**src/rtl/io_sequencer_if.sv**
```systemverilog
// Purpose: bundles the processor-side IO handshake and the switch/keyboard/display device pins of io_sequencer.
// Latency: none; this file declares wires only.
// Backpressure: none; the sequencer asserts stall toward the processor, and the devices answer through key_valid/disp_ack.
// Ports: master = processor + device models, slave = sequencer.
interface io_sequencer_if #(
    parameter int DATA_WIDTH = 32
);
    // processor side
    logic                  io_enable;
    logic [1:0]            io_sel;
    logic                  halt;
    logic [DATA_WIDTH-1:0] write_data;
    logic                  stall;
    logic [DATA_WIDTH-1:0] read_data;
    logic                  read_valid;
    logic                  halted;
    logic                  timeout_err;
    // OUT port
    logic [DATA_WIDTH-1:0] out_data;
    logic                  out_valid;
    // switches + confirm button
    logic [DATA_WIDTH-1:0] in_data;
    logic                  in_confirm;
    // keyboard
    logic [7:0]            key_data;
    logic                  key_valid;
    logic                  key_ack;
    // display
    logic [DATA_WIDTH-1:0] disp_data;
    logic                  disp_req;
    logic                  disp_ack;

    modport master (
        output io_enable, io_sel, halt, write_data, in_data, in_confirm,
               key_data, key_valid, disp_ack,
        input  stall, read_data, read_valid, halted, timeout_err, out_data,
               out_valid, key_ack, disp_data, disp_req
    );

    modport slave (
        input  io_enable, io_sel, halt, write_data, in_data, in_confirm,
               key_data, key_valid, disp_ack,
        output stall, read_data, read_valid, halted, timeout_err, out_data,
               out_valid, key_ack, disp_data, disp_req
    );
endinterface

```
**src/rtl/io_sequencer.sv**
```systemverilog
// Purpose: sequences one processor IO instruction (OUT, IN, GETC, display write) or HALT, stalling the pipeline meanwhile.
// Latency: OUT stalls 2 cycles; IN/GETC/display stall until the device answers, and the display gives up after DISP_TIMEOUT cycles.
// Backpressure: stall holds the processor; the keyboard is acked with key_ack; disp_req is held until disp_ack or timeout.
// Ports: clk_i, rst_i (async, active-high); bus = io_sequencer_if.slave carrying all processor and device signals.
module io_sequencer #(
    parameter int DATA_WIDTH   = 32,
    parameter int DISP_TIMEOUT = 255
) (
    input  logic           clk_i,
    input  logic           rst_i,
    io_sequencer_if.slave  bus
);
    localparam int CNT_W = (DISP_TIMEOUT < 1) ? 1 : $clog2(DISP_TIMEOUT + 1);

    typedef enum logic [2:0] {
        S_IDLE,
        S_OUT_PULSE,
        S_WAIT_IN,
        S_WAIT_KEY,
        S_WAIT_DISP,
        S_DONE,
        S_HALTED
    } state_t;

    state_t                state_q, state_d;
    logic [DATA_WIDTH-1:0] out_data_q, out_data_d;
    logic [DATA_WIDTH-1:0] disp_data_q, disp_data_d;
    logic [DATA_WIDTH-1:0] read_data_q, read_data_d;
    logic                  rd_op_q, rd_op_d;        // completed op writes a register
    logic [CNT_W-1:0]      cnt_q, cnt_d;
    logic                  timeout_err_q, timeout_err_d;
    logic                  confirm_q;

    logic stall, out_valid, read_valid, key_ack, disp_req, halted;
    logic confirm_edge;

    // Tracked every cycle so a press made before WAIT_IN cannot count as a new edge.
    assign confirm_edge = bus.in_confirm & ~confirm_q;

    always_ff @(posedge clk_i or posedge rst_i) begin
        if (rst_i) begin
            state_q       <= S_IDLE;
            out_data_q    <= '0;
            disp_data_q   <= '0;
            read_data_q   <= '0;
            rd_op_q       <= 1'b0;
            cnt_q         <= '0;
            timeout_err_q <= 1'b0;
            confirm_q     <= 1'b0;
        end else begin
            state_q       <= state_d;
            out_data_q    <= out_data_d;
            disp_data_q   <= disp_data_d;
            read_data_q   <= read_data_d;
            rd_op_q       <= rd_op_d;
            cnt_q         <= cnt_d;
            timeout_err_q <= timeout_err_d;
            confirm_q     <= bus.in_confirm;
        end
    end

    always_comb begin
        state_d       = state_q;
        out_data_d    = out_data_q;
        disp_data_d   = disp_data_q;
        read_data_d   = read_data_q;
        rd_op_d       = rd_op_q;
        cnt_d         = '0;              // counter restarts from 0 on every WAIT_DISP entry
        timeout_err_d = timeout_err_q;
        stall         = 1'b0;
        out_valid     = 1'b0;
        read_valid    = 1'b0;
        key_ack       = 1'b0;
        disp_req      = 1'b0;
        halted        = 1'b0;

        case (state_q)
            S_IDLE: begin
                if (bus.halt) begin
                    stall   = 1'b1;
                    state_d = S_HALTED;
                end else if (bus.io_enable) begin
                    stall   = 1'b1;
                    rd_op_d = (bus.io_sel == 2'd1) || (bus.io_sel == 2'd2);
                    case (bus.io_sel)
                        2'd0: begin
                            out_data_d = bus.write_data;
                            state_d    = S_OUT_PULSE;
                        end
                        2'd1: state_d = S_WAIT_IN;
                        2'd2: state_d = S_WAIT_KEY;
                        default: begin
                            disp_data_d = bus.write_data;
                            state_d     = S_WAIT_DISP;
                        end
                    endcase
                end
            end
            S_OUT_PULSE: begin
                stall     = 1'b1;
                out_valid = 1'b1;
                state_d   = S_DONE;
            end
            S_WAIT_IN: begin
                stall = 1'b1;
                if (confirm_edge) begin
                    read_data_d = bus.in_data;
                    state_d     = S_DONE;
                end
            end
            S_WAIT_KEY: begin
                stall = 1'b1;
                if (bus.key_valid) begin
                    read_data_d = DATA_WIDTH'(bus.key_data);
                    key_ack     = 1'b1;
                    state_d     = S_DONE;
                end
            end
            S_WAIT_DISP: begin
                stall    = 1'b1;
                disp_req = 1'b1;
                // An acknowledge on the last allowed cycle still counts as success.
                if (bus.disp_ack) begin
                    state_d = S_DONE;
                end else if (cnt_q == CNT_W'(DISP_TIMEOUT)) begin
                    timeout_err_d = 1'b1;
                    state_d       = S_DONE;
                end else begin
                    cnt_d = cnt_q + CNT_W'(1);
                end
            end
            S_DONE: begin
                read_valid = rd_op_q;
                state_d    = S_IDLE;
            end
            S_HALTED: begin
                stall  = 1'b1;
                halted = 1'b1;
            end
            default: state_d = S_IDLE;
        endcase
    end

    assign bus.stall       = stall;
    assign bus.read_data   = read_data_q;
    assign bus.read_valid  = read_valid;
    assign bus.halted      = halted;
    assign bus.timeout_err = timeout_err_q;
    assign bus.out_data    = out_data_q;
    assign bus.out_valid   = out_valid;
    assign bus.key_ack     = key_ack;
    assign bus.disp_data   = disp_data_q;
    assign bus.disp_req    = disp_req;
endmodule

```
**src/flat_wrapper.sv**
```systemverilog
// flat-port wrapper written by rule: the top's interface ports become plain ports
module io_sequencer_flat 
#(
    parameter int DATA_WIDTH   = 32,
    parameter int DISP_TIMEOUT = 255
)
  (clk_i, rst_i, bus_io_enable, bus_io_sel, bus_halt, bus_write_data, bus_in_data, bus_in_confirm, bus_key_data, bus_key_valid, bus_disp_ack, bus_stall, bus_read_data, bus_read_valid, bus_halted, bus_timeout_err, bus_out_data, bus_out_valid, bus_key_ack, bus_disp_data, bus_disp_req);
  io_sequencer_if #(.DATA_WIDTH(DATA_WIDTH)) bus_i ();
  input  logic clk_i;
  input  logic rst_i;
  input wire logic [$bits(bus_i.io_enable)-1:0] bus_io_enable;
  input wire logic [$bits(bus_i.io_sel)-1:0] bus_io_sel;
  input wire logic [$bits(bus_i.halt)-1:0] bus_halt;
  input wire logic [$bits(bus_i.write_data)-1:0] bus_write_data;
  input wire logic [$bits(bus_i.in_data)-1:0] bus_in_data;
  input wire logic [$bits(bus_i.in_confirm)-1:0] bus_in_confirm;
  input wire logic [$bits(bus_i.key_data)-1:0] bus_key_data;
  input wire logic [$bits(bus_i.key_valid)-1:0] bus_key_valid;
  input wire logic [$bits(bus_i.disp_ack)-1:0] bus_disp_ack;
  output wire logic [$bits(bus_i.stall)-1:0] bus_stall;
  output wire logic [$bits(bus_i.read_data)-1:0] bus_read_data;
  output wire logic [$bits(bus_i.read_valid)-1:0] bus_read_valid;
  output wire logic [$bits(bus_i.halted)-1:0] bus_halted;
  output wire logic [$bits(bus_i.timeout_err)-1:0] bus_timeout_err;
  output wire logic [$bits(bus_i.out_data)-1:0] bus_out_data;
  output wire logic [$bits(bus_i.out_valid)-1:0] bus_out_valid;
  output wire logic [$bits(bus_i.key_ack)-1:0] bus_key_ack;
  output wire logic [$bits(bus_i.disp_data)-1:0] bus_disp_data;
  output wire logic [$bits(bus_i.disp_req)-1:0] bus_disp_req;
  assign bus_i.io_enable = bus_io_enable;
  assign bus_i.io_sel = bus_io_sel;
  assign bus_i.halt = bus_halt;
  assign bus_i.write_data = bus_write_data;
  assign bus_i.in_data = bus_in_data;
  assign bus_i.in_confirm = bus_in_confirm;
  assign bus_i.key_data = bus_key_data;
  assign bus_i.key_valid = bus_key_valid;
  assign bus_i.disp_ack = bus_disp_ack;
  assign bus_stall = bus_i.stall;
  assign bus_read_data = bus_i.read_data;
  assign bus_read_valid = bus_i.read_valid;
  assign bus_halted = bus_i.halted;
  assign bus_timeout_err = bus_i.timeout_err;
  assign bus_out_data = bus_i.out_data;
  assign bus_out_valid = bus_i.out_valid;
  assign bus_key_ack = bus_i.key_ack;
  assign bus_disp_data = bus_i.disp_data;
  assign bus_disp_req = bus_i.disp_req;
  io_sequencer #(.DATA_WIDTH(DATA_WIDTH), .DISP_TIMEOUT(DISP_TIMEOUT)) u_core (.clk_i(clk_i), .rst_i(rst_i), .bus(bus_i));
endmodule
```
**config.mk**
```make
export PLATFORM = sky130hd
export DESIGN_NAME = io_sequencer_flat
export DESIGN_NICKNAME = d
export VERILOG_FILES = /design/src/rtl/io_sequencer_if.sv /design/src/rtl/io_sequencer.sv /design/src/flat_wrapper.sv
export SDC_FILE = /design/constraint.sdc
export NUM_CORES = 1
export LEC_CHECK = 0
export CAP_MARGIN = 10
export CORE_AREA = 2 2 125 91
export CTS_CLUSTER_SIZE = 16
export DETAILED_ROUTE_END_ITERATION = 7
export DIE_AREA = 0 0 127 93
export PLACE_DENSITY_LB_ADDON = 0.08
export SLEW_MARGIN = 0
export SYNTH_ARGS = -nofsm -noshare
export SYNTH_HDL_FRONTEND = slang
export SYNTH_SLANG_ARGS = --single-unit
```
**constraint.sdc**
```tcl
create_clock -name clk_i -period 4.6 [get_ports clk_i]
set_clock_uncertainty 0.05 [all_clocks]
set_input_delay 0.92 -clock clk_i [delete_from_list [all_inputs] [get_ports clk_i]]
set_output_delay 0.92 -clock clk_i [all_outputs]
set_load 0.02 [all_outputs]
```
==> results of run 1 <==
## layer usage
metal,GRT usage,vias up,share of wire
met5,0,-,0
met4,0.0412,0,0.0086
met3,0.0841,8,0.094
met2,0.283,113,0.44
met1,0.246,1507,0.46
li1,-,1447,-
## cells by family (layout without fill, tap and decap cells)
kind of cell / after synthesis / in the layout
DFF: 110 / 110
muxes: 81 / 81
AOI/OAI and AO/OA: 41 / 41
and+or+nand+nor: 38 / 38
buffers and inverters: 20 / 205
adders and majority gates: 5 / 5
xor gates and xnor gates: 4 / 4
## how the worst max path moves through the flow
| stage | slack [ns] | to | from | depth (start not counted) |
|---|---|---|---|---|
| floorplan | 0.73 | u_core.bus.disp_data[0]$_DFFE_PP0P_ | rst_i | 1 |
| global placement | 1.18 | bus_stall | bus_io_enable | 4 |
| detailed placement | 1.13 | bus_stall | bus_io_enable | 4 |
| CTS | 1.14 | bus_stall | bus_io_enable | 4 |
| global route | 1.08 | bus_stall | bus_io_enable | 4 |
| finish | 1.15 | bus_stall | bus_io_enable | 4 |
## per-stage QoR
step / setup slack, ns / cells
after floorplan: 0.728 / 299
after global placement: 1.18 / 606
after detailed placement: 1.13 / 606
after CTS: 1.14 / 620
after global routing: 1.08 / 620
final: 1.15 / 620
## worst max-delay path, stage by stage
cell and delay, ns:
clkdlybuf4s50_1 0.67, nor3_1 0.08, a22oi_1 0.18, clkdlybuf4s50_1 0.64
## power by group through the flow
stage / logic (mW) / clock network, mW / registers (mW)
3_3_place_gp: 2.04 / 0 / 1.66
3_5_place_dp: 2.06 / 0 / 1.67
4_1_cts: 2.07 / 0.874 / 1.67
2_1_floorplan: 0.552 / 0 / 2.11
5_1_grt: 2.15 / 0.918 / 1.73
6_report: 2.04 / 0.852 / 1.67
## registers in the layout, indices dropped and copies added (netlist names)
register / count
u_core.bus.disp_data: 32
u_core.bus.out_data: 32
u_core.bus.read_data: 32
u_core.cnt_q: 8
u_core.state_q: 3
u_core.bus.timeout_err: 1
u_core.confirm_q: 1
u_core.rd_op_q: 1
## cells in the mapped netlist, types with 2 or more instances
| cell | number | area share |
|---|---|---|
| nand3_1 | 6 | 0.0067 |
| xnor2_1 | 3 | 0.0059 |
| nand2_1 | 2 | 0.0017 |
| clkbuf_1 | 2 | 0.0017 |
| dfrtp_1 | 110 | 0.61 |
| or3_1 | 3 | 0.0042 |
| ha_1 | 5 | 0.014 |
| buf_4 | 2 | 0.0034 |
| nor3_1 | 3 | 0.0034 |
| nand4_4 | 2 | 0.0095 |
| nand4_1 | 2 | 0.0028 |
| and2_1 | 4 | 0.0056 |
| mux2_2 | 13 | 0.033 |
| a22o_1 | 25 | 0.049 |
| o21ai_0 | 4 | 0.0045 |
| inv_1 | 5 | 0.0042 |
| nor2_1 | 6 | 0.0050 |
| buf_2 | 10 | 0.011 |
| mux2_1 | 68 | 0.17 |
| a21oi_1 | 6 | 0.0067 |
## area by class of cell
cell class	count	area, um^2	area share
multi-input combinational	169	1620	0.241
clock buffer	10	229	0.0339
inverter	5	21.3	0.00315
timing repair buffer	186	1850	0.275
tap	136	170	0.0252
sequential	110	2750	0.408
clock inverter	4	97.6	0.0145
==> results.md, run 1 <==
* Status: finished clean
* Antenna fix cells at 0
* Simple-gate share of the synthesized area at 0.0665
* GRT Overall Usage at 0.186
* Final setup vio count at 0
* Detail Route Antenna Nets at 0
* Most common cell after layout, fill and taps aside: clkdlybuf4s50_1
* Largest family of logic cells by synthesized area: multiplexers
* R2R Setup Slk at 2.38 ns
* Total gr overflow at 0
* Routed vias/inst at 4.96
* R2r worst-path depth at 3
* Hold-fix buffers, CTS at 0
* DR WL/cell at 17.1 um
* Xor/xnor cell area share of the yosys netlist at 0.00782
* R2R Path Start: u_core.state_q[2]$_DFFE_PP0P_
* Placed Instance Area at 6420 um^2
* Flop pwr share at 0.366
* RSZ-0062 raised after global routing: no
* Max-capacitance violation count at 0
* Full die area at 11800 um^2
* Worst-Skew Late Latency at 0.33 ns
* Worst Path Required at 3.63 ns
* Clk slew on worst S/H paths at 0.06 ns
* Largest net degree at the start of global routing at 52
* Sequential area share after synthesis at 0.615
* Synth Instances at 299
* Syn avg cell area at 15.0 um^2
* EDFF count, synth at 0
* PostCTS Resize Cnt at 0
* Area grow syn2layout at 50.7%
* Initial antenna violation count at 0
* Clock power frac at 0.187
* Crit Path Class: primary input to primary output
* Longest Clk Path Bufs at 2
* Syn. warnings at 0
* WP data arrival at 2.48 ns
* DPL Wire Length at 7610 um
* Adder-Cell Fraction of Synth Area at 0.0140
* Endpoints failing hold at 0
* Fin util at 0.634
* Cell Area, Synth at 4480 um^2
* Vias at 3075
* Row cnt at 32
* Hold Path Stages at 1
* Nets@finish at 567
* Filler cells at 837
* Slew Limit Fails at 0
* CTS Buf Count at 9
* Hold Crit Endpoint: u_core.bus.timeout_err$_DFFE_PP0P_
* Number of library cell types mapped by synthesis at 38
* Gpl congestion at 0.726
* Post-synthesis mux area share at 0.204
* Synth Area in Compound Gates at 0.0707
* Maximum vdd drop at 0.362 mV
* Startpoint Class: primary input
* Clk sinks at 110
* Hold Crit Class: flip-flop to flip-flop
* Crit path max fanout at 7
* Cell area power density at 675 nW/um^2
* Share of cells above drive strength 1 at 0.0785
* Min-delay src: u_core.bus.timeout_err$_DFFE_PP0P_
* Pwr Total at 4.55 mW
* Most frequent cells in the layout: clkdlybuf4s50_1 (183), dfrtp_1 (110), mux2_1 (68)
* DIE HEIGHT at 93 um
* First-pass GRT wire length at 17100 um
* Drt pass-1 iters at 4
* Fmax at 290 MHz
* Post-CTS setup buffers at 0
* Static leakage at 3.03 nW
* Horiz. Die Dim at 127 um
* Fin Hold WS at 0.420 ns
* FFs w/ async S/R, synth at 1.00
* Period utilization at 0.749
* Clock tree root buffer cell: clkbuf_16
* DRC at 0
* CTS tree: done
* H-tree Lvls at 3
* Switching Fraction at 0.345
* P_sw at 1.57 mW
* # IOs at 184
* Final min period at 3.45 ns
* Port Buf Inserts at 183
* Combinational share of power at 0.447
* WL final at 10600 um
* Internal at 2.98 mW
* Post-synth top flop: dfrtp_1
* Worst reg2reg endpoint: u_core.bus.disp_data[22]$_DFFE_PP0P_
* Max-slew headroom at 0.402
* Final instance area at 6750 um^2
* Core area at 10700 um^2
* Vias in the first global route at 3299
* Starting Density at 0.421
* CP Capture Type: primary output
* Synth Register Bits at 110
* DRT iter0 DRCs at 114
* Synth Net Count at 385
* Slew @ Worst Pin at 0.896 ns
* Setup TNS Final at 0 ns
(Power assumes the default switching activity.)
==> inputs of run 2 (changes only) <==
Clock period 4.6 ns to 3.23 ns, I/O delays scaled along.
==> run 2 against run 1 <==
- combinational power up 43%
- clock power up 30%
- sequential share of layout area about the same
- largest cell class unchanged
- via count up 3.2%
- flip-flop and latch count unchanged
- largest power group unchanged
==> results.md, run 2 (synthesized netlist as in run 1, its figures left out) <==
* Max-capacitance violation count at 0
* Dpl cells at 609
* Nets@finish at 570
* R2R Path Start: u_core.state_q[2]$_DFFE_PP0P_
* Cell area power density at 949 nW/um^2
* Area grow syn2layout at 50.5%
* Slew @ Worst Pin at 0.885 ns
* Slew Limit Fails at 0
* Routed vias/inst at 5.08
* Cell chain of the critical path: inv_1, nor3_1, clkdlybuf4s50_1
* P_sw at 2.28 mW
* Setup TNS Final at 0 ns
* DPL Wire Length at 7950 um
* Filler cells at 833
* Flop pwr share at 0.373
* Clk sinks at 110
* Full die area at 11800 um^2
* RSZ-0062 raised after global routing: no
* Longest Clk Path Bufs at 2
* Crit path max fanout at 11
* Worst Path Required at 2.53 ns
* DR WL/cell at 17.6 um
* Starting Density at 0.421
* Hold-fix buffers, CTS at 0
* Share of cells above drive strength 1 at 0.0881
* Final cell count without fillers at 624
* Gpl congestion at 0.772
* CP Capture Type: primary output
* Worst setup endpoint: bus_read_valid
* Worst-Skew Late Latency at 0.34 ns
* Initial antenna violation count at 0
* Static leakage at 3.03 nW
* Clk slew on worst S/H paths at 0.07 ns
* Final min period at 2.79 ns
* First-pass GRT wire length at 17800 um
* Worst reg2reg endpoint: u_core.bus.disp_data[28]$_DFFE_PP0P_
* PostCTS Resize Cnt at 0
* Endpoints failing hold at 0
* Clock tree root buffer cell: clkbuf_16
* Vias at 3172
* R2R Setup Slk at 1.03 ns
* WP data arrival at 2.10 ns
* Combinational share of power at 0.454
* Worst setup path startpoint: u_core.state_q[0]$_DFFE_PP0P_
* Critical path's largest stage delay at 0.69 ns
* Row cnt at 32
* Clock power frac at 0.173
* Drt pass-1 iters at 4
* Period utilization at 0.865
* Internal at 4.12 mW
* Switching Fraction at 0.356
* Final setup vio count at 0
* Most frequent cells in the layout: clkdlybuf4s50_1 (183), dfrtp_1 (110), mux2_1 (68)
* DIE HEIGHT at 93 um
* DRT iter0 DRCs at 99
* R2r worst-path depth at 3
* Largest net degree at the start of global routing at 72
* Antenna fix cells at 0
* Max-slew headroom at 0.410
* Status: finished clean
* GRT Overall Usage at 0.194
* H-tree Lvls at 3
* Startpoint Class: flip-flop
* Fmax at 358 MHz
* Core area at 10700 um^2
* # IOs at 184
* Hold Crit Class: flip-flop to flip-flop
* CP max-delay cell: dfrtp_1
* Maximum vdd drop at 0.541 mV
* DRC at 0
* Horiz. Die Dim at 127 um
* Crit Path Class: flip-flop to primary output
* CTS Buf Count at 9
* Post-CTS setup buffers at 0
* WL final at 11000 um
* Most common cell after layout, fill and taps aside: clkdlybuf4s50_1
* CTS tree: done
* Vias in the first global route at 3386
* Total gr overflow at 0
* Detail Route Antenna Nets at 0
* Port Buf Inserts at 183
-- run 2: area by class of cell --
| type | instances | area (um^2) | area share |
|---|---|---|---|
| Clock buffer | 10 | 239 | 0.0354 |
| Clock inverter | 5 | 57.6 | 0.00854 |
| Inverter | 5 | 22.5 | 0.00334 |
| Multi-Input combinational cell | 169 | 1620 | 0.241 |
| Sequential cell | 110 | 2750 | 0.408 |
| Tap cell | 136 | 170 | 0.0252 |
| Timing Repair Buffer | 189 | 1880 | 0.278 |
-- run 2: power by group through the flow --
stage          Clock, mW  Sequential, mW  Combinational, mW
2_1_floorplan          0            3.00              0.786
3_3_place_gp           0            2.37               2.89
3_5_place_dp           0            2.39               2.93
4_1_cts             1.14            2.39               2.94
5_1_grt             1.21            2.48               3.07
6_report            1.11            2.39               2.91
-- run 2: worst min-delay path by stage --
stage	startpoint	to	slack, ns	cells after the start
floorplan	u_core.cnt_q[0]$_DFF_PP0_	u_core.cnt_q[0]$_DFF_PP0_	0.40	1
global placement	u_core.bus.disp_data[5]$_DFFE_PP0P_	u_core.bus.disp_data[5]$_DFFE_PP0P_	0.42	1
detailed placement	u_core.bus.timeout_err$_DFFE_PP0P_	u_core.bus.timeout_err$_DFFE_PP0P_	0.43	1
CTS	u_core.bus.timeout_err$_DFFE_PP0P_	u_core.bus.timeout_err$_DFFE_PP0P_	0.45	1
global route	u_core.bus.timeout_err$_DFFE_PP0P_	u_core.bus.timeout_err$_DFFE_PP0P_	0.45	1
finish	u_core.bus.out_data[17]$_DFFE_PP0P_	u_core.bus.out_data[17]$_DFFE_PP0P_	0.44	1
-- run 2: metal layers --
metal / wire, um / share of wire / vias up / global-route usage
met5: 0 / 0 / - / 0
li1: - / - / 1449 / -
met1: 5090 / 0.46 / 1574 / 0.259
met2: 4680 / 0.43 / 136 / 0.287
met3: 1080 / 0.098 / 13 / 0.0915
met4: 141 / 0.013 / 0 / 0.0522
-- run 2: metrics by stage --
stage	hold WS [ns]	area, um^2	util	setup WS, ns	power, mW
6_report	0.438	6740	0.633	0.437	6.40
5_1_grt	0.454	6740	0.633	0.309	6.76
4_1_cts	0.446	6740	0.633	0.414	6.47
3_5_place_dp	0.428	6450	0.605	0.459	5.32
3_3_place_gp	0.423	6450	0.605	0.460	5.27
2_1_floorplan	0.405	4480	-	1.20	3.79
-- run 2: worst max-delay path, delay by kind of cell (launching register included) --
family                 cells  cell delay (ns)
buffers and inverters      2             0.83
AND/OR/NAND/NOR            1             0.23
flip-flops                 1             0.69
==> inputs of run 3 (changes only) <==
--- a/config.mk
+++ b/config.mk
@@ -7,2 +7,3 @@
 export LEC_CHECK = 0
+export ABC_AREA = 0
 export CAP_MARGIN = 10
--- a/constraint.sdc
+++ b/constraint.sdc
@@ -4,2 +4,2 @@
 set_output_delay 0.646 -clock clk_i [all_outputs]
-set_load 0.02 [all_outputs]
+set_load 0.005 [all_outputs]
==> run 3 against run 2 <==
- hold slack lost 0.030 ns
- largest cell class unchanged
- die area unchanged
- setup slack improved by 0.049 ns
- wire length fell by 5.0%
- utilization down 0.13 points
- non-clock buffer count shrank 1
- flip-flop and latch count stayed put
- largest power group is now registers
==> results.md, run 3 (synthesized netlist as in run 1, its figures left out) <==
* Longest Clk Path Bufs at 2
* DPL Wire Length at 7620 um
* Horiz. Die Dim at 127 um
* CTS tree: done
* Endpoints failing hold at 0
* Starting Density at 0.421
* Clk slew on worst S/H paths at 0.07 ns
* Fin Hold WS at 0.408 ns
* Hold Crit Class: flip-flop to flip-flop
* Crit Path Class: primary input to primary output
* Status: finished clean
* RSZ-0062 raised after global routing: no
* Cell area power density at 830 nW/um^2
* DR WL/cell at 16.7 um
* GRT Overall Usage at 0.184
* Detail Route Antenna Nets at 0
* Worst Path Required at 2.53 ns
* Antenna fix cells at 0
* Routed vias/inst at 4.99
* Cell chain of the critical path: clkdlybuf4s50_1, nor2_4, a22oi_1, clkdlybuf4s50_1
* Port Buf Inserts at 183
* Crit path max fanout at 5
* Register area at 2750 um^2
* DRT iter0 DRCs at 114
* Clock tree root buffer cell: clkbuf_16
* Maximum vdd drop at 0.365 mV
* Drt pass-1 iters at 4
* Setup TNS Final at 0 ns
* Delay-heaviest family, CP: buffers and inverters
* CTS Buf Count at 9
* R2R Setup Slk at 1.05 ns
* Area grow syn2layout at 50.2%
* DRC at 0
* Max-capacitance violation count at 0
* Startpoint Class: primary input
* Hold-fix buffers, CTS at 0
* Gpl congestion at 0.752
* Vias in the first global route at 3247
* Final min period at 2.74 ns
* Initial antenna violation count at 0
* WP data arrival at 2.05 ns
* Final setup vio count at 0
* Period utilization at 0.850
* CP Capture Type: primary output
* Post-CTS setup buffers at 0
* Clk sinks at 110
* Share of cells above drive strength 1 at 0.0840
* Largest net degree at the start of global routing at 91
* Most frequent cells in the layout: clkdlybuf4s50_1 (183), dfrtp_1 (110), mux2_1 (68)
* Most common cell after layout, fill and taps aside: clkdlybuf4s50_1
* PostCTS Resize Cnt at 0
* Slew @ Worst Pin at 0.688 ns
* CP max-delay cell: clkdlybuf4s50_1
* Worst-Skew Late Latency at 0.33 ns
* Max-slew headroom at 0.541
* Row cnt at 32
* Filler cells at 822
* WL final at 10400 um
* First-pass GRT wire length at 16900 um
* Area of the multi-input gates at 1620 um^2
* Nets@finish at 569
* Critical path's largest stage delay at 0.57 ns
* H-tree Lvls at 3
* # IOs at 184
* Top cell by count, worst path: clkdlybuf4s50_1
* Full die area at 11800 um^2
* Fmax at 364 MHz
* Total gr overflow at 0
* Core area at 10700 um^2
* DIE HEIGHT at 93 um
* Vias at 3115
* Slew Limit Fails at 0
* Crit path buffers/inverters at 2
* Static leakage at 3.02 nW
==> run 3: cell types whose count changed in the layout (fill, tap and decap cells not counted) <==
cell / before / now
buf_12: 0 / 1
buf_4: 6 / 4
bufinv_16: 1 / 0
clkbuf_1: 0 / 2
clkinv_2: 2 / 1
clkinv_4: 0 / 2
inv_6: 2 / 1
==> run 3: layout make-up <==
cell class	instances	share of cell area
inverter	5	0.00335
clock inverter	4	0.00465
clock buffer	12	0.0366
multi-input combinational	169	0.241
tap	136	0.0253
timing repair buffer	188	0.280
sequential	110	0.409
==> run 3: per-layer routing <==
| layer | track usage | wire (um) |
|---|---|---|
| met5 | 0 | 0 |
| met4 | 0.0412 | 72 |
| met3 | 0.0784 | 916 |
| met2 | 0.278 | 4630 |
| met1 | 0.249 | 4820 |
==> run 3: metrics by stage <==
step | util | power (mW) | cell area (um^2) | setup WS, ns | cells
after floorplan | - | 3.10 | 4480 | 1.20 | 299
after global placement | 0.606 | 4.56 | 6450 | 0.508 | 608
after detailed placement | 0.606 | 4.60 | 6450 | 0.473 | 608
after CTS | 0.632 | 5.66 | 6730 | 0.474 | 624
after global routing | 0.632 | 5.94 | 6730 | 0.441 | 624
final | 0.632 | 5.58 | 6730 | 0.486 | 624
==> run 3: power breakdown <==
| group | total, mW | internal (mW) | switching, mW |
|---|---|---|---|
| logic | 2.19 | 1.52 | 0.670 |
| registers | 2.37 | 1.97 | 0.400 |
| clock network | 1.02 | 0.549 | 0.472 |
| total | 5.58 | 4.04 | 1.54 |
==> run 3: worst paths after layout <==
kind,from,endpoint,cells past startpoint
min in group asynchronous,rst_i,u_core.bus.read_data[22]$_DFFE_PP0P_,2
max,bus_halt,bus_stall,4
max reg2reg,u_core.state_q[2]$_DFFE_PP0P_,u_core.bus.disp_data[12]$_DFFE_PP0P_,3
min,u_core.bus.timeout_err$_DFFE_PP0P_,u_core.bus.timeout_err$_DFFE_PP0P_,1
min reg2reg,u_core.bus.timeout_err$_DFFE_PP0P_,u_core.bus.timeout_err$_DFFE_PP0P_,1
max in group asynchronous,rst_i,u_core.bus.disp_data[11]$_DFFE_PP0P_,3
==> RTL edit 1 (config.mk and constraints of run 3) <==
Reset style: synchronous (`rst_i`), changed in one clocked block. Comments in the files are not updated.
--- a/src/rtl/io_sequencer.sv
+++ b/src/rtl/io_sequencer.sv
@@ -37,7 +37,7 @@
     // Tracked every cycle so a press made before WAIT_IN cannot count as a new edge.
     assign confirm_edge = bus.in_confirm & ~confirm_q;
 
-    always_ff @(posedge clk_i or posedge rst_i) begin
+    always_ff @(posedge clk_i) begin
         if (rst_i) begin
             state_q       <= S_IDLE;
             out_data_q    <= '0;
Formal check against the unedited RTL: differs if rst_i is asserted again (counterexample within 4 cycles, from zero or initial values and one cycle with rst_i high); with rst_i held inactive, the same outputs for 4 cycles.
==> RTL edit 1 against run 3 <==
- count of clock-buffer cells in the layout shrank 3
- area after synthesis down 3.0%
- sequential cell count is the same
- register-to-register slack got worse by 0.02 ns
- cell area is 4.1% lower
- fmax fell by 4.6%
- first-iteration DRC count up 85%
- wire length grew 15%
- utilization is 2.6 points lower
- worst setup slack got worse by 0.13 ns
- global-route usage is 2.0 points higher
Power is not compared: it rests on default switching activity, and its combinational part moved more than twofold at a synthesized area within 25%.
==> RTL edit 1: results (changes against run 3) <==
DR iter-0 viols 211 (was 114); max incr delay on CP 0.60 ns (was 0.57 ns); Hold Crit Class flip-flop to flip-flop (unchanged); outcome complete, no violations (unchanged); Slew HR 0.2722 (was 0.5406); Total GRT Usage 0.2042 (was 0.1842); Final #Nets 742 (was 569); Synth Warn # 0 (unchanged); delay-heaviest family, CP buffers and inverters (unchanged); CTS root buffer clkbuf_16 (unchanged); Antenna diodes 0 (unchanged); asr flop ratio synth 0 (was 1.000); worst-path cell with the longest stage delay clkdlybuf4s50_1 (unchanged); per-cell routed wire length 15.08 um (was 16.74 um); Skew-Pair Late Insertion Delay 0.34 ns; Peak Freq 347.5 MHz (was 364.4 MHz); syn nets 577 (was 385); flop2flop setup slack 1.03 ns (was 1.05 ns); Detailed Routing Iterations Pass 1 4 (unchanged); postcts setup bufs 0 (unchanged); WP data arrival 2.18 ns (was 2.05 ns); vias post-DR 3944 (was 3115); initial antenna violation count 0 (unchanged); main area contributors after synthesis dfxtp_1, nand2_1, a21oi_2, a21oi_1, nor2_1 (was dfrtp_1, mux2_1, a22o_1, mux2_2, ha_1); HPWL reported at the end of detailed placement 8301 um (was 7617 um); Synth Flop Type dfxtp_1 (was dfrtp_1); first-pass GRT wire length 19220 um (was 16910 um); I/O Buffers 183 (unchanged); pre-CTS setup slack 0.3587 ns (was 0.4725 ns); post-synthesis cell type count 45 (was 38); leakage power 2.221 nW; Max Root-Sink Buffers 2 (unchanged); worst-path fanout max 7 (was 5); Routed Antenna Nets 0 (unchanged); Clock transition at path regs 0.07 ns (about the same); Seq/Total Area, Yosys 0.5069 (was 0.6145); Peak VDD IR 443.3 uV; fraction of layout cells with a size suffix above 1 0.08788 (was 0.08402); Post-synth top cells nand2_1, dfxtp_1, nor2_1 (was dfrtp_1, mux2_1, a22o_1); post_cts resized 0 (unchanged); filler cell count 912 (was 822); CTS buffer count 9 (unchanged); pin count of the biggest net entering global routing 70 (was 91); H-tree levels 3 (unchanged); routability congestion estimate 0.7901 (was 0.7516)
[RTL edit 1: cell count changes after synthesis, moves of 15 or more]
cell and change:
a21oi_1 +33, a21oi_2 +27, a22o_1 -25, a22oi_1 +23, clkbuf_1 +15, dfrtp_1 -110, dfxtp_1 +110, mux2_1 -68
nand2_1 +132, nor2_1 +43
[RTL edit 1: path summary, 6_finish.rpt]
kind                           startpoint                        to  depth (start not counted)
setup / recovery            bus_io_enable                 bus_stall                          4
hold / removal    u_core.bus.out_data[21]   u_core.bus.out_data[21]                          2
setup reg to reg        u_core.state_q[2]  u_core.bus.read_data[15]                          4
hold reg to reg   u_core.bus.out_data[21]   u_core.bus.out_data[21]                          2
[RTL edit 1: logic make-up after synthesis]
family,count (synthesis),share of synthesized area
AND/OR/NAND/NOR,210,0.2019
AO/OA/AOI/OAI,109,0.1763
flip-flops,110,0.5069
buffers and inverters,42,0.06653
adder cells (fa/ha/maj),5,0.01440
XOR/XNOR,6,0.01210
multiplexers,9,0.02189
[RTL edit 1: layout make-up]
type / instances / area (um^2) / share of cell area
tap: 136 / 170.2 / 0.02637
multi-input combinational: 339 / 1853 / 0.2871
timing repair buffer: 190 / 1894 / 0.2935
sequential: 110 / 2202 / 0.3412
inverter: 6 / 22.52 / 0.003490
clock buffer: 9 / 225.2 / 0.03490
clock inverter: 6 / 86.33 / 0.01338
[RTL edit 1: layer usage]
layer	track usage	wire [um]	vias to the layer above
met3	0.06636	792	10
met2	0.3221	5322	125
met1	0.2751	5776	1842
met4	0.04487	116	0
met5	0	0	-
li1	-	-	1967
[RTL edit 1: worst reg2reg max path: cells and delay by family (launching register included)]
kind,cells,cell delay [ns]
AO/OA/AOI/OAI,2,0.97
flip-flops,1,0.64
AND/OR/NAND/NOR,2,0.48
[RTL edit 1: through the flow]
step | instance area [um^2] | utilization | hold slack [ns] | instances
global route | 6454 | 0.6060 | 0.4191 | 796
CTS | 6454 | 0.6060 | 0.4053 | 796
finish | 6454 | 0.6060 | 0.4028 | 796
detailed placement | 6142 | 0.5767 | 0.3957 | 781
floorplan | 4344 | - | 0.3801 | 491
global placement | 6142 | 0.5767 | 0.3908 | 781
[RTL edit 1: power by group]
part           switching (mW)  internal (mW)  total [mW]  leakage (nW)
combinational           0.315          0.398       0.712          1.18
clock                   0.481          0.675        1.16         0.152
sequential              0.107           1.45        1.56         0.889
==> RTL edit 2 (config.mk and constraints of run 3) <==
Made on the original files. `DISP_TIMEOUT` is set to 255 in 2 places; all go to 510.
--- a/src/rtl/io_sequencer.sv
+++ b/src/rtl/io_sequencer.sv
@@ -4,7 +4,7 @@
 // Ports: clk_i, rst_i (async, active-high); bus = io_sequencer_if.slave carrying all processor and device signals.
 module io_sequencer #(
     parameter int DATA_WIDTH   = 32,
-    parameter int DISP_TIMEOUT = 255
+    parameter int DISP_TIMEOUT = 510
 ) (
     input  logic           clk_i,
     input  logic           rst_i,
--- a/src/flat_wrapper.sv
+++ b/src/flat_wrapper.sv
@@ -2,7 +2,7 @@
 module io_sequencer_flat 
 #(
     parameter int DATA_WIDTH   = 32,
-    parameter int DISP_TIMEOUT = 255
+    parameter int DISP_TIMEOUT = 510
 )
   (clk_i, rst_i, bus_io_enable, bus_io_sel, bus_halt, bus_write_data, bus_in_data, bus_in_confirm, bus_key_data, bus_key_valid, bus_disp_ack, bus_stall, bus_read_data, bus_read_valid, bus_halted, bus_timeout_err, bus_out_data, bus_out_valid, bus_key_ack, bus_disp_data, bus_disp_req);
   io_sequencer_if #(.DATA_WIDTH(DATA_WIDTH)) bus_i ();
Check against the original RTL: no difference found for any inputs over 4 cycles, from zero or initial values and one cycle with rst_i high; that may be too few to reach the edited logic, so the function may still have changed.
==> RTL edit 2 against run 3 <==
- worst setup slack worse by 0.19 ns
- cell area is 0.84% higher
- wire length is 2.7% higher
- global-route usage is 0.28 points higher
- sequential share of layout area hardly changed
- area after synthesis is 1.6% higher
- via count is 2.0% higher
- sequential cell count is 1 higher
- total power is 7.8% lower
- combinational power is 16% lower
- critical path type unchanged
==> RTL edit 2: results (changes against run 3) <==
CP endpoint bus_stall (unchanged); HPWL reported at the end of detailed placement 7651 um (was 7617 um); vias post-DR 3178 (was 3115); Worst R2R Start u_core.state_q[0] (was u_core.state_q[2]); Synth Flop Type dfrtp_1 (unchanged); Metal-1 WL 4999 um (was 4824 um); Hold Path Sink u_core.bus.timeout_err (unchanged); post_cts resized 0 (unchanged); Min Hold Slack 0.4184 ns (was 0.4079 ns); Layout Cells excl Fill 630 (was 624); Peak VDD IR 369.2 uV (was 364.7 uV); Post-synth top cells dfrtp_1, mux2_2, a22o_1 (was dfrtp_1, mux2_1, a22o_1); Seq/Total Area, Yosys 0.6106 (was 0.6145); CTS buffer count 9 (unchanged); flop2flop setup slack 1.08 ns (was 1.05 ns); main area contributors after synthesis dfrtp_1, mux2_2, a22o_1, buf_6, ha_1 (was dfrtp_1, mux2_1, a22o_1, mux2_2, ha_1); CTS root buffer clkbuf_16 (unchanged); fraction of layout cells with a size suffix above 1 0.2105 (was 0.08402); Post-Syn Instances 306 (was 299); I/O Buffers 183 (unchanged); Antenna diodes 0 (unchanged); Synth Warn # 0 (unchanged); postcts setup bufs 0 (unchanged); Final #Nets 576 (was 569); Total GRT Usage 0.1870 (was 0.1842); syn nets 393 (was 385); met2 WL 4750 um (was 4631 um); WL met3 863 um (was 916 um); H-tree levels 3 (unchanged); worst-path fanout max 4 (was 5); Slew HR 0.5692 (was 0.5406); routability congestion estimate 0.7341 (was 0.7516); dpl cells 614 (was 608); pin count of the biggest net entering global routing 112 (was 91); first-pass GRT wire length 17210 um (was 16910 um); worst flop-to-flop path endpoint u_core.bus.out_data[5] (was u_core.bus.disp_data[12]); per-cell routed wire length 17.02 um (was 16.74 um); DR iter-0 viols 179 (was 114); WP data arrival 2.23 ns (was 2.05 ns); Worst Reg-to-Reg Cells 3 (unchanged); leakage power 3.005 nW (was 3.021 nW); Hold Crit Class flip-flop to flip-flop (unchanged); post-synthesis cell type count 35 (was 38); outcome complete, no violations (unchanged)
RTL edit 2: cell families after synthesis:
| logic type | Yosys count | share of synthesized area |
|---|---|---|
| AO/OA/AOI/OAI | 44 | 0.07371 |
| XOR/XNOR | 3 | 0.005777 |
| AND/OR/NAND/NOR | 40 | 0.05996 |
| flip-flops | 111 | 0.6106 |
| adder cells (fa/ha/maj) | 6 | 0.01650 |
| multiplexers | 81 | 0.2038 |
| buffers and inverters | 21 | 0.02970 |
RTL edit 2: cell type report:
cell class              count  area (um^2)
well taps                 136        170.2
clock inverters             4        53.80
multi-input cells         174         1637
inverters                   6        26.28
repair buffers            187         1874
clock buffers              12        246.5
flip-flops and latches    111         2778
fillers                   793         3865
RTL edit 2: metal layers:
layer / GRT usage / vias up
met5: 0 / -
met4: 0.05220 / 0
met3: 0.06751 / 10
met2: 0.2809 / 121
met1: 0.2577 / 1570
li1: - / 1477
RTL edit 2: critical path, stage by stage:
cell and delay (ns):
clkdlybuf4s50_1 0.50, or4_1 0.46, nor2_1 0.11, a21oi_1 0.05, clkdlybuf4s50_1 0.46
RTL edit 2: where the power goes:
group / leakage [nW] / internal, mW / switching [mW]
Combinational: 1.41 / 1.31 / 0.543
Clock: 0.139 / 0.627 / 0.492
Sequential: 1.45 / 1.87 / 0.301
RTL edit 2: metrics by stage:
stage	worst slack (ns)	cell area, um^2	power, mW	util
floorplan	1.191	4553	2.833	-
global placement	0.3307	6485	4.028	0.6089
detailed placement	0.3092	6485	4.070	0.6089
CTS	0.3115	6785	5.218	0.6371
global route	0.2431	6785	5.439	0.6371
finish	0.3001	6785	5.145	0.6371
